### src/rtl/debug_dm_controller.sv
// Debug module: DMI-facing register file plus halt/resume/reset and
// abstract memory-access sequencing towards the CPU debug port.
module debug_dm_controller #(
    parameter int NUM_PROGBUF      = 4,
    parameter int ABSTRACT_TIMEOUT = 255
) (
    input  logic        clk,
    input  logic        rst,
    input  logic [6:0]  dmi_address,
    input  logic [31:0] dmi_jtag_data,
    input  logic        dmi_new_request,
    input  logic        dmi_rnw,
    output logic        dmi_handled,
    output logic [1:0]  dmi_response,
    output logic [31:0] dmi_data,
    output logic        cpu_halt,
    output logic        cpu_resume,
    output logic        cpu_reset,
    input  logic        cpu_halt_ack,
    input  logic        cpu_resume_ack,
    input  logic        cpu_reset_ack,
    input  logic        cpu_running,
    output logic        cpu_rnw,
    output logic        cpu_rnw_new_request,
    output logic [31:0] cpu_read_write_addr,
    output logic [31:0] cpu_write_data,
    input  logic        cpu_rnw_ack,
    input  logic [31:0] cpu_read_data,
    input  logic [3:0]  cpu_program_buffer_addr,
    output logic [31:0] cpu_program_buffer_data
);

    localparam int PB_W = (NUM_PROGBUF > 1) ? $clog2(NUM_PROGBUF) : 1;
    localparam logic [15:0] TMO_LAST = 16'(ABSTRACT_TIMEOUT - 1);

    localparam logic [6:0] ADDR_DATA0  = 7'h04;
    localparam logic [6:0] ADDR_DATA1  = 7'h05;
    localparam logic [6:0] ADDR_DMCTL  = 7'h10;
    localparam logic [6:0] ADDR_DMSTAT = 7'h11;
    localparam logic [6:0] ADDR_ABSCS  = 7'h16;
    localparam logic [6:0] ADDR_CMD    = 7'h17;
    localparam logic [6:0] ADDR_PB     = 7'h20;

    localparam logic [1:0] RESP_OK   = 2'd0;
    localparam logic [1:0] RESP_FAIL = 2'd2;
    localparam logic [1:0] RESP_BUSY = 2'd3;

    typedef enum logic [1:0] {
        A_IDLE,
        A_REQ,
        A_WAIT
    } abs_state_t;

    abs_state_t  abs_state;
    logic        dmactive;
    logic        ndmreset;
    logic        havereset;
    logic        allresumeack;
    logic [2:0]  cmderr;
    logic [31:0] data0;
    logic [31:0] data1;
    logic [31:0] command;
    logic [31:0] progbuf [NUM_PROGBUF];
    logic        cmd_write;
    logic        cmd_postinc;
    logic [15:0] tmo_cnt;

    logic            req;
    logic            busy;
    logic            wr;
    logic            hit_data0;
    logic            hit_data1;
    logic            hit_dmctl;
    logic            hit_dmstat;
    logic            hit_abscs;
    logic            hit_cmd;
    logic            hit_pb;
    logic            mapped;
    logic            wr_blocked;
    logic            wr_ok;
    logic            dmctl_wr;
    logic            clear_all;
    logic [6:0]      pb_off;
    logic [PB_W-1:0] pb_sel;
    logic [PB_W-1:0] cpu_pb_sel;
    logic [31:0]     rd_data;
    logic [1:0]      resp;

    // A request landing in the handled cycle is not sampled.
    assign req  = dmi_new_request && !dmi_handled;
    assign busy = (abs_state != A_IDLE);
    assign wr   = req && !dmi_rnw;

    assign pb_off     = dmi_address - ADDR_PB;
    assign pb_sel     = pb_off[PB_W-1:0];
    assign hit_data0  = (dmi_address == ADDR_DATA0);
    assign hit_data1  = (dmi_address == ADDR_DATA1);
    assign hit_dmctl  = (dmi_address == ADDR_DMCTL);
    assign hit_dmstat = (dmi_address == ADDR_DMSTAT);
    assign hit_abscs  = (dmi_address == ADDR_ABSCS);
    assign hit_cmd    = (dmi_address == ADDR_CMD);
    assign hit_pb     = (dmi_address >= ADDR_PB) &&
                        (32'(pb_off) < NUM_PROGBUF);

    assign mapped = hit_data0 || hit_data1 || hit_dmctl ||
                    hit_dmstat || hit_abscs || hit_cmd || hit_pb;

    assign wr_blocked = wr && busy &&
                        (hit_data0 || hit_data1 || hit_cmd || hit_pb);
    assign wr_ok      = wr && !wr_blocked;
    assign dmctl_wr   = wr && hit_dmctl;
    assign clear_all  = rst || !dmactive ||
                        (dmctl_wr && !dmi_jtag_data[0]);

    assign cpu_reset           = ndmreset;
    assign cpu_read_write_addr = data1;
    assign cpu_write_data      = data0;

    assign cpu_pb_sel = PB_W'(32'(cpu_program_buffer_addr) % NUM_PROGBUF);
    assign cpu_program_buffer_data = progbuf[cpu_pb_sel];

    always_comb begin
        rd_data = '0;
        unique case (1'b1)
            hit_data0:  rd_data = data0;
            hit_data1:  rd_data = data1;
            hit_dmctl:  rd_data = {cpu_halt, cpu_resume, 28'b0,
                                   ndmreset, dmactive};
            hit_dmstat: rd_data = {12'b0, havereset, 1'b0, allresumeack,
                                   5'b0, cpu_running, 1'b0, !cpu_running,
                                   9'b0};
            hit_abscs:  rd_data = {19'b0, busy, 1'b0, cmderr, 8'b0};
            hit_cmd:    rd_data = command;
            hit_pb:     rd_data = progbuf[pb_sel];
            default:    rd_data = '0;
        endcase
    end

    always_comb begin
        resp = RESP_OK;
        if (!mapped) begin
            resp = RESP_FAIL;
        end else if (wr_blocked) begin
            resp = RESP_BUSY;
        end
    end

    always_ff @(posedge clk) begin
        if (rst) begin
            dmi_handled  <= 1'b0;
            dmi_response <= RESP_OK;
            dmi_data     <= '0;
        end else begin
            dmi_handled  <= req;
            dmi_response <= req ? resp : RESP_OK;
            dmi_data     <= (req && dmi_rnw && mapped) ? rd_data : '0;
        end
    end

    always_ff @(posedge clk) begin
        if (rst) begin
            dmactive <= 1'b0;
        end else if (dmctl_wr) begin
            dmactive <= dmi_jtag_data[0];
        end
    end

    always_ff @(posedge clk) begin
        if (clear_all) begin
            abs_state           <= A_IDLE;
            ndmreset            <= 1'b0;
            havereset           <= 1'b0;
            allresumeack        <= 1'b0;
            cmderr              <= 3'd0;
            data0               <= '0;
            data1               <= '0;
            command             <= '0;
            cmd_write           <= 1'b0;
            cmd_postinc         <= 1'b0;
            tmo_cnt             <= '0;
            cpu_halt            <= 1'b0;
            cpu_resume          <= 1'b0;
            cpu_rnw             <= 1'b0;
            cpu_rnw_new_request <= 1'b0;
            for (int i = 0; i < NUM_PROGBUF; i++) begin
                progbuf[i] <= '0;
            end
        end else begin
            if (dmctl_wr) begin
                ndmreset <= dmi_jtag_data[1];
                if (dmi_jtag_data[31]) begin
                    cpu_halt <= 1'b1;
                end else if (dmi_jtag_data[30]) begin
                    cpu_resume   <= 1'b1;
                    allresumeack <= 1'b0;
                end
                if (dmi_jtag_data[28]) begin
                    havereset <= 1'b0;
                end
            end
            if (wr_ok && hit_data0) begin
                data0 <= dmi_jtag_data;
            end
            if (wr_ok && hit_data1) begin
                data1 <= dmi_jtag_data;
            end
            if (wr_ok && hit_pb) begin
                progbuf[pb_sel] <= dmi_jtag_data;
            end
            if (wr && hit_abscs) begin
                cmderr <= cmderr & ~dmi_jtag_data[10:8];
            end
            if (wr_blocked && cmderr == 3'd0) begin
                cmderr <= 3'd1;
            end

            // CPU-side events are applied last so they win over DMI writes.
            if (cpu_halt_ack) begin
                cpu_halt <= 1'b0;
            end
            if (cpu_resume_ack) begin
                cpu_resume   <= 1'b0;
                allresumeack <= 1'b1;
            end
            if (cpu_reset_ack) begin
                havereset <= 1'b1;
            end

            cpu_rnw_new_request <= 1'b0;
            unique case (abs_state)
                A_IDLE: begin
                    if (wr_ok && hit_cmd) begin
                        command <= dmi_jtag_data;
                        if (cmderr == 3'd0) begin
                            if (dmi_jtag_data[31:24] != 8'd2) begin
                                cmderr <= 3'd2;
                            end else if (cpu_running) begin
                                cmderr <= 3'd4;
                            end else begin
                                cmd_write           <= dmi_jtag_data[16];
                                cmd_postinc         <= dmi_jtag_data[19];
                                cpu_rnw             <= !dmi_jtag_data[16];
                                cpu_rnw_new_request <= 1'b1;
                                abs_state           <= A_REQ;
                            end
                        end
                    end
                end
                A_REQ: begin
                    tmo_cnt   <= '0;
                    abs_state <= A_WAIT;
                end
                A_WAIT: begin
                    if (cpu_rnw_ack) begin
                        if (!cmd_write) begin
                            data0 <= cpu_read_data;
                        end
                        if (cmd_postinc) begin
                            data1 <= data1 + 32'd4;
                        end
                        abs_state <= A_IDLE;
                    end else if (tmo_cnt == TMO_LAST) begin
                        cmderr    <= 3'd3;
                        abs_state <= A_IDLE;
                    end else begin
                        tmo_cnt <= tmo_cnt + 16'd1;
                    end
                end
                default: begin
                    abs_state <= A_IDLE;
                end
            endcase
        end
    end

endmodule
### config.mk
export PLATFORM = sky130hd
export DESIGN_NAME = debug_dm_controller
export DESIGN_NICKNAME = d
export VERILOG_FILES = /design/src/rtl/debug_dm_controller.sv
export SDC_FILE = /design/constraint.sdc
export NUM_CORES = 1
export LEC_CHECK = 0
export BUFFER_PORTS_ARGS = -buffer_cell sky130_fd_sc_hd__clkbuf_2
export CAP_MARGIN = 40
export CORE_ASPECT_RATIO = 0.6
export CORE_MARGIN = 2
export CORE_UTILIZATION = 40
export DETAILED_ROUTE_END_ITERATION = 7
export GPL_TIMING_DRIVEN = 0
export PLACE_DENSITY_LB_ADDON = 0.2
export SYNTH_ARGS = -nofsm -noshare
export SYNTH_HDL_FRONTEND = slang
export SYNTH_SLANG_ARGS = --single-unit
### constraint.sdc
create_clock -name clk -period 5.06 [get_ports clk]
set_input_delay 1.012 -clock clk [delete_from_list [all_inputs] [get_ports clk]]
set_output_delay 1.012 -clock clk [all_outputs]
set_load 0.05 [all_outputs]
Yosys cells after proc, flatten, opt, wreduce, memory -nomap -nowiden
Memory sizes are Yosys's and may differ from the RTL's.
Index checks and enable logic that the tools add are counted.
{"block": "totals", "out_inout_bits": 136, "mem_count": 1, "inputBits": 84, "ram_bits": 128, "regBits": 162, "elab_cells": 157}
{"name": "progbuf", "words": 4, "width": 32, "read_ports": 2, "rd_ports_with_merged_regs": 0, "wr": 4, "line_no": "63", "rtl": "logic [31:0] progbuf [NUM_PROGBUF];"}
{"block": "classes", "n_addsub": 3, "magnitude_cmp": 2, "n_eq_ne": 18, "n_mux": 46, "bitwise_logic": 11, "reduce_logical": 56}
{"op": "$mux 32", "count": 9}
{"op": "$pmux 32 s7", "count": 1}
{"op": "$add 32x3->32 const B", "count": 1}
{"op": "$mux 16", "count": 2}
{"op": "$pmux 16 s2", "count": 1}
{"op": "$reduce_or 32->1", "count": 1}
{"op": "$eq 7x5->1 const B", "count": 4}
{"op": "$mux 3", "count": 8}
{"op": "$mux 2", "count": 9}
{"op": "$add 16x1->16 const B", "count": 1}
{"op": "$eq 16x8->1 const B", "count": 1}
{"op": "$logic_and 1x1->1", "count": 16}
{"op": "$eq 7x3->1 const B", "count": 2}
{"op": "$mux 1", "count": 14}
{"op": "$ne 2x2->1 const B", "count": 6}
{"op": "$reduce_bool 2->1", "count": 6}
{"op": "$logic_or 1x1->1", "count": 10}
{"op": "$reduce_and 5->1", "count": 2}
{"op": "$not 1->1", "count": 9}
{"op": "$reduce_and 3->1", "count": 3}
{"op": "$ne 8x2->1 const B", "count": 1}
{"op": "$reduce_or 2->1", "count": 4}
{"op": "$ge 7x6->1 const B", "count": 1}
{"op": "$logic_not 1->1", "count": 7}
{"op": "15 further kinds", "count": 17}

Longest topological paths before layout
Gate-level depths: netlist of the first run.
{"block": "logic_depth", "depth_word": 13, "depth_mapped": 10, "depth_no_buf": 7}

Worst setup path after synthesis of the first run
OpenSTA, ideal clock, no wires.
{"block": "synth_path", "path_kind": "input -> register", "startpoint": "input port dmi_address[2]", "endpoint": "memory progbuf[1][0], enable pin", "n_path_buf": 3, "setup_slack_ps": 25, "arrival_ps": 4569, "t_required_ps": 4594, "stages": 7, "cell_sequence": "buf_2 or3b_1 nor3_2 nand2_1 buf_2 clkbuf_1 o21ai_0"}
{"element": "start, declared", "line_no": "9", "rtl": "input logic [6:0] dmi_address,"}
{"element": "end, declared", "line_no": "63"}

Worst setup path after layout of the first run
{"block": "layout_path", "startpoint": "input port cpu_program_buffer_addr[0]", "endpoint": "output port cpu_program_buffer_data[10]"}
{"block": "layout_between", "elab_chain_len": 1}
{"element": "start, declared", "line_no": "29", "rtl": "input logic [3:0] cpu_program_buffer_addr,"}
{"element": "$mem_v2 4x32"}
{"element": "end, declared", "line_no": "30", "rtl": "output logic [31:0] cpu_program_buffer_data"}
Every way passes these cells.

==> results of run 1 <==
Yosys cell counts, drive strengths merged (4+ instances only):
library cell  count  area, sq um
nand4            18          113
xnor2             9         78.8
a31oi            18          113
nand2           119          447
nand2b            6         37.5
a211oi            6         45.0
a222oi            8         80.1
o21ai            56          280
mux2i            38          380
nor4             20          140
nor3             30          165
dfxtp           162         3240
nor3b             7         52.6
edfxtp          128         3840
and2            122          763
buf              39          188
nor2             47          184
a22o              4         35.0
and4              5         43.8
and3              9         56.3
mux2             12          135
a2bb2oi           5         43.8
a21oi           134          671
mux4             64         1440
nand3            32          160
a22oi            48          360
or3              10         67.6
inv              10         37.5
clkbuf           61          230
stage by stage:
| step | setup TNS (ns) | power, mW | hold slack (ns) | area, sq um |
|---|---|---|---|---|
| 6_report | 0 | 4.75 | 0.456 | 16700 |
| 5_1_grt | 0 | 4.86 | 0.473 | 16700 |
| 4_1_cts | 0 | 4.77 | 0.455 | 16700 |
| 3_5_place_dp | 0 | 2.66 | 0.444 | 15700 |
| 3_3_place_gp | -357.78 | 2.65 | 0.442 | 15500 |
| 2_1_floorplan | 0 | 2.55 | 0.432 | 13800 |
cell usage in the layout (no fill, tap or decap), types with 19 or more instances in the layout:
master     netlist  final
clkbuf_2         1    213
dfxtp_1        162    162
a21oi_1        134    134
edfxtp_1       128    128
and2_1         122    122
nand2_1        119    119
clkbuf_1        60     66
mux4_2          64     64
o21ai_0         56     52
a22oi_1         48     48
nor2_1          46     46
mux2i_1         38     38
nand3_1         32     32
clkbuf_16        0     30
nor3_1          27     27
buf_2           24     25
nor4_1          19     19
worst min-delay path, delay by kind of cell (launching register included):
family	cells	cell delay, ns
flip-flops	1	0.31
AND/OR/NAND/NOR	1	0.05
AO/OA/AOI/OAI	1	0.05
worst min path at each step:
stage | from | to | depth (start not counted)
3_5_place_dp | command[30] | dmi_data[30] | 2
2_1_floorplan | command[0] | dmi_data[0] | 2
3_3_place_gp | command[11] | command[11] | 2
5_1_grt | command[0] | command[0] | 2
4_1_cts | command[30] | dmi_data[30] | 2
6_report | command[30] | dmi_data[30] | 2
cell type report:
type	instances	area, sq um
Buffer	100	418
Clock buffer	44	875
Clock inverter	8	43.8
Fill cell	3176	17200
Inverter	10	37.5
Multi-Input combinational cell	871	6330
Sequential cell	290	7090
Tap cell	459	574
Timing Repair Buffer	228	1310
sequential cells by signal (all words and copies together), names as in the netlist, 2 cells and up:
| register | cells |
|---|---|
| progbuf | 128 |
| command | 32 |
| cpu_read_write_addr | 32 |
| cpu_write_data | 32 |
| dmi_data | 32 |
| tmo_cnt | 16 |
| cmderr | 3 |
| abs_state | 2 |
| dmi_response | 2 |
logic make-up (layout without fill, tap and decap cells):
logic type      after synthesis  count (layout)  share of synthesized area, %
compound gates              300             300                          13.1
xor+xnor                     10              10                         0.633
fa+ha+maj                     3               3                         0.271
buf+inv                     110             390                          3.29
flops                       290             290                          51.3
mux                         114             114                          14.2
simple gates                444             444                          17.3
power groups by stage:
stage,Sequential [mW],Clock (mW),Combinational [mW]
floorplan,2.48,0,0.0707
global placement,2.48,0,0.173
detailed placement,2.48,0,0.184
CTS,2.42,2.16,0.185
global route,2.42,2.24,0.198
finish,2.42,2.14,0.189
routing by layer:
metal | wire [um] | share of wire [%]
met1 | 24000 | 45
met2 | 22100 | 42
met3 | 5440 | 10
met4 | 1260 | 2.4
met5 | 0 | 0
==> out/qor.txt, run 1 <==
vias per cell - 5.98
number of setup buffers added after CTS - 0
area delta synth->final - 20.6%
Max Cap Viol - 0
RSZ-0062 raised after global routing - false
clock tree buffer depth - 3
final setup vio count - 0
quantity of I/O buffers inserted on ports - 211
yosys warns - 0
Syn Nets - 1358
pin count of the biggest net entering global routing - 20
CP max stage delay - 0.55 ns
reg2reg start - dmi_handled
post-layout min period - 3.92 ns
async set-reset flop share out of synthesis - 0%
Clk pin slew, worst setup/hold paths - 0.07 ns
cell count after synthesis - 1271
first-pass GRT wire length - 76.3 mm
Worst Setup EP - cpu_program_buffer_data[10]
worst path arrival time - 2.91 ns
Critical Path RT - 4.05 ns
# hold bufs at CTS - 0
Worst setup EP type - output port
H-Tree Level Count - 1
status - finished with violations
critical-path cell list - clkbuf_1 > buf_1 > buf_8 > mux4_2 > clkbuf_2
sw frac - 22.7%
drt total wl - 52.8 mm
grt total ovfl - 0
vias after detailed routing - 12000
TritonCTS Buffers - 28
CP top delay family - buffers and inverters
Routed Antenna Nets - 0
die width - 244 um
critical path startpoint category - input pin
met1 Usage GRT - 43.9%
DRC Markers - 2
crit path from - cpu_program_buffer_addr[0]
met3 Usage GRT - 6.59%
area of the mapped netlist - 13800 sq um
initial antenna violation count - 0
Net Sw Power - 1.08 mW
reg2reg setup slack - 1.87 ns
sequential fraction of the synthesis area - 51.3%
Antenna diodes - 0
Slew @ Worst Pin - 0.935 ns
clock sink total - 290
Leakage - 6.03 nW
skew final - 0.0143 ns
slew margin rel. - 37.6%
Die ar. - 36100 sq um
most used routing layer - met1
CP Max Fanout - 7
Pre-antenna DRT Iters - 8
Comb power frac - 4.0%
clk_lat worst skew - 0.57 ns
IO Pins - 220
#FFs+latches synth - 290
Avg Cell Area, Syn - 10.9 sq um
PwrDens - 285 nW/um^2
post-route setup slack - 1.14 ns
Starting Density - 40.8%
GRT Total Usage - 28.9%
Hold Path Class - flip-flop to flip-flop
Internal Power - 3.67 mW
non-filler cells, final - 2010
number of synthesized flops with an enable pin - 128
final core occ - 49.2%
Crit Path Class - input pin to output port
worst r2r dst - progbuf[3][21]
f_max - 255 MHz
violated checks - design-rule violations
WL/cell - 26.3 um
layout net count - 1616
Seq pwr share - 51.0%
Site Rows - 52
vias in the first global route - 11200
GPL Wtd Cong - 0.950
Final Hold Vio Count - 0
post-synth cell types - 62
post-CTS resize count - 0
global routing usage on met2 - 41.1%
Core Box Area - 33900 sq um
Clock power frac - 45.0%
final slew viol count - 0
root buffer cell - clkbuf_16
dpl cells - 1957
Placement Setup Slack - 0.737 ns
Starting DRT DRC Count - 1818
Die Span Y - 148 um
CTS tree - built
Synth Flop Type - dfxtp_1
Crit path buffers/inverters - 4
R2R depth - 7
Final HPWL DP - 39.1 mm
Max VDD drop - 0.000271 V
fin crit share - 77.5%
share of cells above drive strength 1 - 25.3%
Levels on crit path - 5
slowest stage cell on the critical path - mux4_2
No activity file was read; power rests on OpenSTA's default activity.
==> inputs of run 2 (changes only) <==
--- a/config.mk
+++ b/config.mk
@@ -5,6 +5,7 @@
 export SDC_FILE = /design/constraint.sdc
 export NUM_CORES = 1
 export LEC_CHECK = 0
+export ABC_AREA = 1
 export BUFFER_PORTS_ARGS = -buffer_cell sky130_fd_sc_hd__clkbuf_2
 export CAP_MARGIN = 40
 export CORE_ASPECT_RATIO = 0.6
==> constraint.sdc (replaced) <==
create_clock -name clk -period 3.7 [get_ports clk]
set_input_delay 0.74 -clock clk [delete_from_list [all_inputs] [get_ports clk]]
set_output_delay 0.74 -clock clk [all_outputs]
set_load 0.05 [all_outputs]
==> out/qor.txt, run 2 <==
initial antenna violation count - 2
H-Tree Level Count - 1
grt total ovfl - 0
# hold bufs at CTS - 0
Final Hold Vio Count - 0
slew margin rel. - 36.9%
vias after detailed routing - 15700
fill count - 3619
number of synthesized flops with an enable pin - 128
Avg Cell Area, Syn - 7.53 sq um
yosys warns - 0
Die ar. - 38100 sq um
synth cell count leaders - 389 x nand2_1, 333 x nor2_1, 163 x inv_1
GRT Total Usage - 31.9%
post-layout min period - 3.42 ns
vias per cell - 5.84
synth top area cells - edfxtp_1 26%, dfxtp_1 22%, nand2_1 10%, nor2_1 8.6%, a21oi_1 4.5%
setup TNS - 0 ns
#FFs+latches synth - 290
CP Max Fanout - 19
area delta synth->final - 19.4%
slowest stage cell on the critical path - nand2_2
share of cells above drive strength 1 - 15.8%
sequential fraction of the synthesis area - 48.5%
Routed Antenna Nets - 0
register area - 7090 sq um
Clk pin slew, worst setup/hold paths - 0.07 ns
Starting Density - 40.4%
CP top delay family - simple AND/OR/NAND/NOR gates
die width - 251 um
TritonCTS Buffers - 29
fin crit share - 92.5%
Core Box Area - 36100 sq um
first-pass GRT wire length - 91.0 mm
cell taking the most area after synthesis - edfxtp_1
WL/cell - 23.2 um
number of flip-flops under the largest register name - 128
final slew viol count - 0
CP max stage delay - 0.52 ns
Slew @ Worst Pin - 0.946 ns
Site Rows - 54
Syn Nets - 2028
Critical Path RT - 3.98 ns
clock sink total - 290
Max Cap Viol - 0
Biggest register - progbuf
async set-reset flop share out of synthesis - 0%
Starting DRT DRC Count - 2268
Synth Flop Type - dfxtp_1
DRC Markers - 0
Yosys top cell area share - 26.3%
most numerous cell in the Yosys netlist - nand2_1
Pre-antenna DRT Iters - 6
Worst setup EP type - flip-flop
RSZ-0062 raised after global routing - false
Crit Path Class - input pin to flip-flop
Leakage - 7.47 nW
final setup vio count - 0
Die Span Y - 152 um
vias in the first global route - 14100
CTS tree - built
worst path arrival time - 3.70 ns
Hold Path Class - input pin to flip-flop
post-CTS resize count - 0
root buffer cell - clkbuf_16
f_max - 292 MHz
cell count after synthesis - 1941
Final HPWL DP - 47.8 mm
drt total wl - 62.6 mm
layout net count - 2280
quantity of I/O buffers inserted on ports - 216
number of setup buffers added after CTS - 0
GPL Wtd Cong - 0.988
Max VDD drop - 0.000352 V
Placement Setup Slack - -0.131 ns
post-route setup slack - 0.278 ns
most common cell after layout, fill and taps aside - nand2_1
post-synth cell types - 39
status - complete, no violations
pin count of the biggest net entering global routing - 21
critical-path cell list - clkbuf_2 > nor2_1 > nand3_2 > inv_2 > nor2_1 > nand2_1 > nand2_2 > nand3_2 > nor2_4 > nand2_1 > nand2_2 > buf_12
skew final - 0.0192 ns
clk_lat worst skew - 0.59 ns
clock tree buffer depth - 3
critical path startpoint category - input pin
area of the mapped netlist - 14600 sq um
PwrDens - 401 nW/um^2
area occupied by multi-input gates - 6340 sq um
IO Pins - 220
most frequent cells in the layout - 387 x nand2_1, 333 x nor2_1, 216 x clkbuf_2
Crit path buffers/inverters - 3
==> run 2: cell types whose count changed after synthesis, moves of 58 or more <==
cell,delta
and2_1,-122
nand4_1,+72
inv_1,+153
nand3_1,+59
o21ai_0,+58
nand2_1,+270
nor2_1,+287
mux4_2,-64
==> run 2: final timing paths <==
path	start	endpoint	slack, ns	cells past startpoint
max	dmi_address[2]	progbuf[1][6]	0.28	12
min	cpu_halt_ack	cpu_halt	0.35	2
max reg2reg	abs_state[0]	progbuf[1][6]	0.49	8
min reg2reg	command[17]	command[17]	0.45	2
==> run 2: power by group <==
group          internal [mW]  switching, mW
clock network           1.83           1.39
logic                 0.0918          0.369
registers               3.31       0.000882
total                   5.23           1.76
==> run 2: cell type report <==
cell class / instances / area share, %
antenna: 1 / 0.0144
buffer: 114 / 2.75
clock buffer: 39 / 5.10
clock inverter: 15 / 0.768
inverter: 194 / 4.18
multi-input combinational: 1343 / 36.4
sequential: 290 / 40.6
tap: 476 / 3.42
timing repair buffer: 221 / 6.77
==> run 2: metal layers <==
layer	part of all wire [%]	track usage, %	wire (um)
met2	40	43.1	24700
met4	2.8	9.55	1780
met5	0.013	0	8
met1	43	48.4	26900
met3	15	9.18	9150
==> run 2: cells by family (layout without fill, tap and decap cells) <==
family	count (synthesis)	count (layout)	share of synthesized area, %
simple gates	957	957	28.0
compound gates	377	377	14.6
buf+inv	308	583	8.27
flops	290	290	48.5
xor+xnor	6	6	0.360
fa+ha+maj	3	3	0.257
other cells	0	1	0
==> run 2: per-stage QoR <==
stage	hold slack [ns]	cell area (sq um)	std cells	total power, mW	utilization [%]
6_report	0.352	17400	2693	6.99	48.2
2_1_floorplan	0.423	14600	1941	3.61	-
3_3_place_gp	0.431	16300	2633	3.83	45.0
5_1_grt	0.363	17400	2692	7.12	48.2
3_5_place_dp	0.437	16400	2638	3.83	45.4
4_1_cts	0.352	17400	2692	6.99	48.2
==> inputs of run 3 (changes only) <==
--- a/config.mk
+++ b/config.mk
@@ -6,7 +6,7 @@
 export NUM_CORES = 1
 export LEC_CHECK = 0
 export ABC_AREA = 1
-export BUFFER_PORTS_ARGS = -buffer_cell sky130_fd_sc_hd__clkbuf_2
+export BUFFER_PORTS_ARGS = -buffer_cell sky130_fd_sc_hd__buf_2
 export CAP_MARGIN = 40
 export CORE_ASPECT_RATIO = 0.6
 export CORE_MARGIN = 2
==> out/qor.txt, run 3 (synthesized netlist as in run 2, its figures left out) <==
Final Hold Vio Count - 0
GRT Total Usage - 32.1%
CP max stage delay - 0.53 ns
grt total ovfl - 0
Starting Density - 40.4%
reg2reg start - abs_state[0]
Hold Path Class - input pin to flip-flop
clk_lat worst skew - 0.59 ns
vias in the first global route - 14000
final slew viol count - 0
Die Span Y - 152 um
Die ar. - 38100 sq um
number of flip-flops under the largest register name - 128
PwrDens - 411 nW/um^2
first-pass GRT wire length - 91.5 mm
R2R depth - 8
CTS tree - built
crit path from - dmi_address[3]
hold depth - 2
fin crit share - 93.6%
clock sink total - 290
DRC Markers - 0
skew final - 0.0113 ns
most frequent cells in the layout - 387 x nand2_1, 333 x nor2_1, 243 x buf_2
quantity of I/O buffers inserted on ports - 216
RSZ-0062 raised after global routing - false
TritonCTS Buffers - 30
Worst setup EP type - flip-flop
Max Cap Viol - 0
fill count - 3576
initial antenna violation count - 1
Biggest register - progbuf
Worst Hold Launch - cpu_halt_ack
area delta synth->final - 19.8%
clock tree buffer depth - 3
layout net count - 2281
CP Max Fanout - 19
slowest stage cell on the critical path - nand2_2
root buffer cell - clkbuf_16
Crit Path Class - input pin to flip-flop
IO Pins - 220
dpl cell area - 16400 sq um
vias after detailed routing - 15800
worst r2r dst - progbuf[0][3]
post-CTS resize count - 0
vias per cell - 5.87
Clk pin slew, worst setup/hold paths - 0.07 ns
final setup vio count - 0
worst path arrival time - 3.75 ns
slew margin rel. - 35.8%
most common cell after layout, fill and taps aside - nand2_1
Slew @ Worst Pin - 0.964 ns
final instance area - 17500 sq um
f_max - 289 MHz
drt total wl - 63.3 mm
Critical Path RT - 3.99 ns
critical-path cell list - buf_2 > nor2_1 > nand3_2 > inv_2 > nor2_1 > nand2_1 > nand2_2 > nand3_2 > nor2_4 > nand2_1 > nand2_2 > buf_12
number of setup buffers added after CTS - 0
post-layout min period - 3.46 ns
Final HPWL DP - 48.1 mm
GPL Wtd Cong - 0.985
WL/cell - 23.5 um
Routed Antenna Nets - 0
H-Tree Level Count - 1
# hold bufs at CTS - 0
pin count of the biggest net entering global routing - 20
Core Box Area - 36100 sq um
die width - 251 um
post-layout total power - 7.19 mW
critical path startpoint category - input pin
Site Rows - 54
Starting DRT DRC Count - 2378
status - complete, no violations
share of cells above drive strength 1 - 15.8%
Endpoint, Worst Hold - cpu_halt
Max VDD drop - 0.000342 V
Leakage - 7.59 nW
Pre-antenna DRT Iters - 8
reg2reg setup slack - 0.46 ns
[run 3: changes by cell type in the layout (fill, tap and decap cells not counted), moves of 2 or more]
| cell | previous run | this run |
|---|---|---|
| bufinv_16 | 2 | 6 |
| buf_2 | 27 | 243 |
| clkbuf_16 | 33 | 31 |
| clkbuf_1 | 65 | 67 |
| clkbuf_2 | 216 | 1 |
| clkinv_2 | 6 | 3 |
[run 3: critical path, delay by kind of cell]
| family | cells | cell delay (ns) |
|---|---|---|
| and+or+nand+nor | 9 | 2.36 |
| buffers and inverters | 3 | 0.62 |
[run 3: how the worst max path moves through the flow]
stage | endpoint | slack, ns | cells past startpoint
2_1_floorplan | progbuf[2][0] | -0.51 | 8
3_3_place_gp | progbuf[3][8] | -3.33 | 9
3_5_place_dp | progbuf[0][6] | -0.18 | 12
4_1_cts | progbuf[0][3] | 0.42 | 12
5_1_grt | progbuf[0][5] | 0.20 | 12
6_report | progbuf[0][3] | 0.24 | 12
[run 3: through the flow]
| stage | cells | utilization (%) | setup TNS (ns) | worst slack (ns) | hold WS (ns) |
|---|---|---|---|---|---|
| final | 2694 | 48.4 | 0 | 0.238 | 0.358 |
| after global routing | 2693 | 48.4 | 0 | 0.203 | 0.354 |
| after CTS | 2693 | 48.4 | 0 | 0.423 | 0.354 |
| after detailed placement | 2638 | 45.4 | -6.08 | -0.179 | 0.436 |
| after global placement | 2633 | 45.0 | -255.45 | -3.33 | 0.431 |
| after floorplan | 1941 | - | -32.69 | -0.511 | 0.423 |
[run 3: metal layers]
metal / track usage, % / vias up / wire length (um)
met3: 7.95 / 103 / 9060
met5: 0 / - / 11
met4: 8.24 / 2 / 1620
li1: - / 7067 / -
met2: 44.8 / 1138 / 25500
met1: 48.9 / 7505 / 27200
[run 3: layout make-up]
type,count,area [sq um],share of cell area [%]
flip-flops and latches,290,7090,40.5
multi-input cells,1343,6340,36.2
repair buffers,221,1180,6.75
clock buffers,41,865,4.94
inverters,194,728,4.16
well taps,476,596,3.40
plain buffers,114,479,2.74
clock inverters,14,223,1.27
diodes,1,2.50,0.0143
[run 3: power breakdown]
part           internal [mW]  switching (mW)  total, mW
sequential              3.32        0.000824       3.32
combinational         0.0932           0.370      0.463
clock                   2.04            1.37       3.41
total                   5.45            1.74       7.19
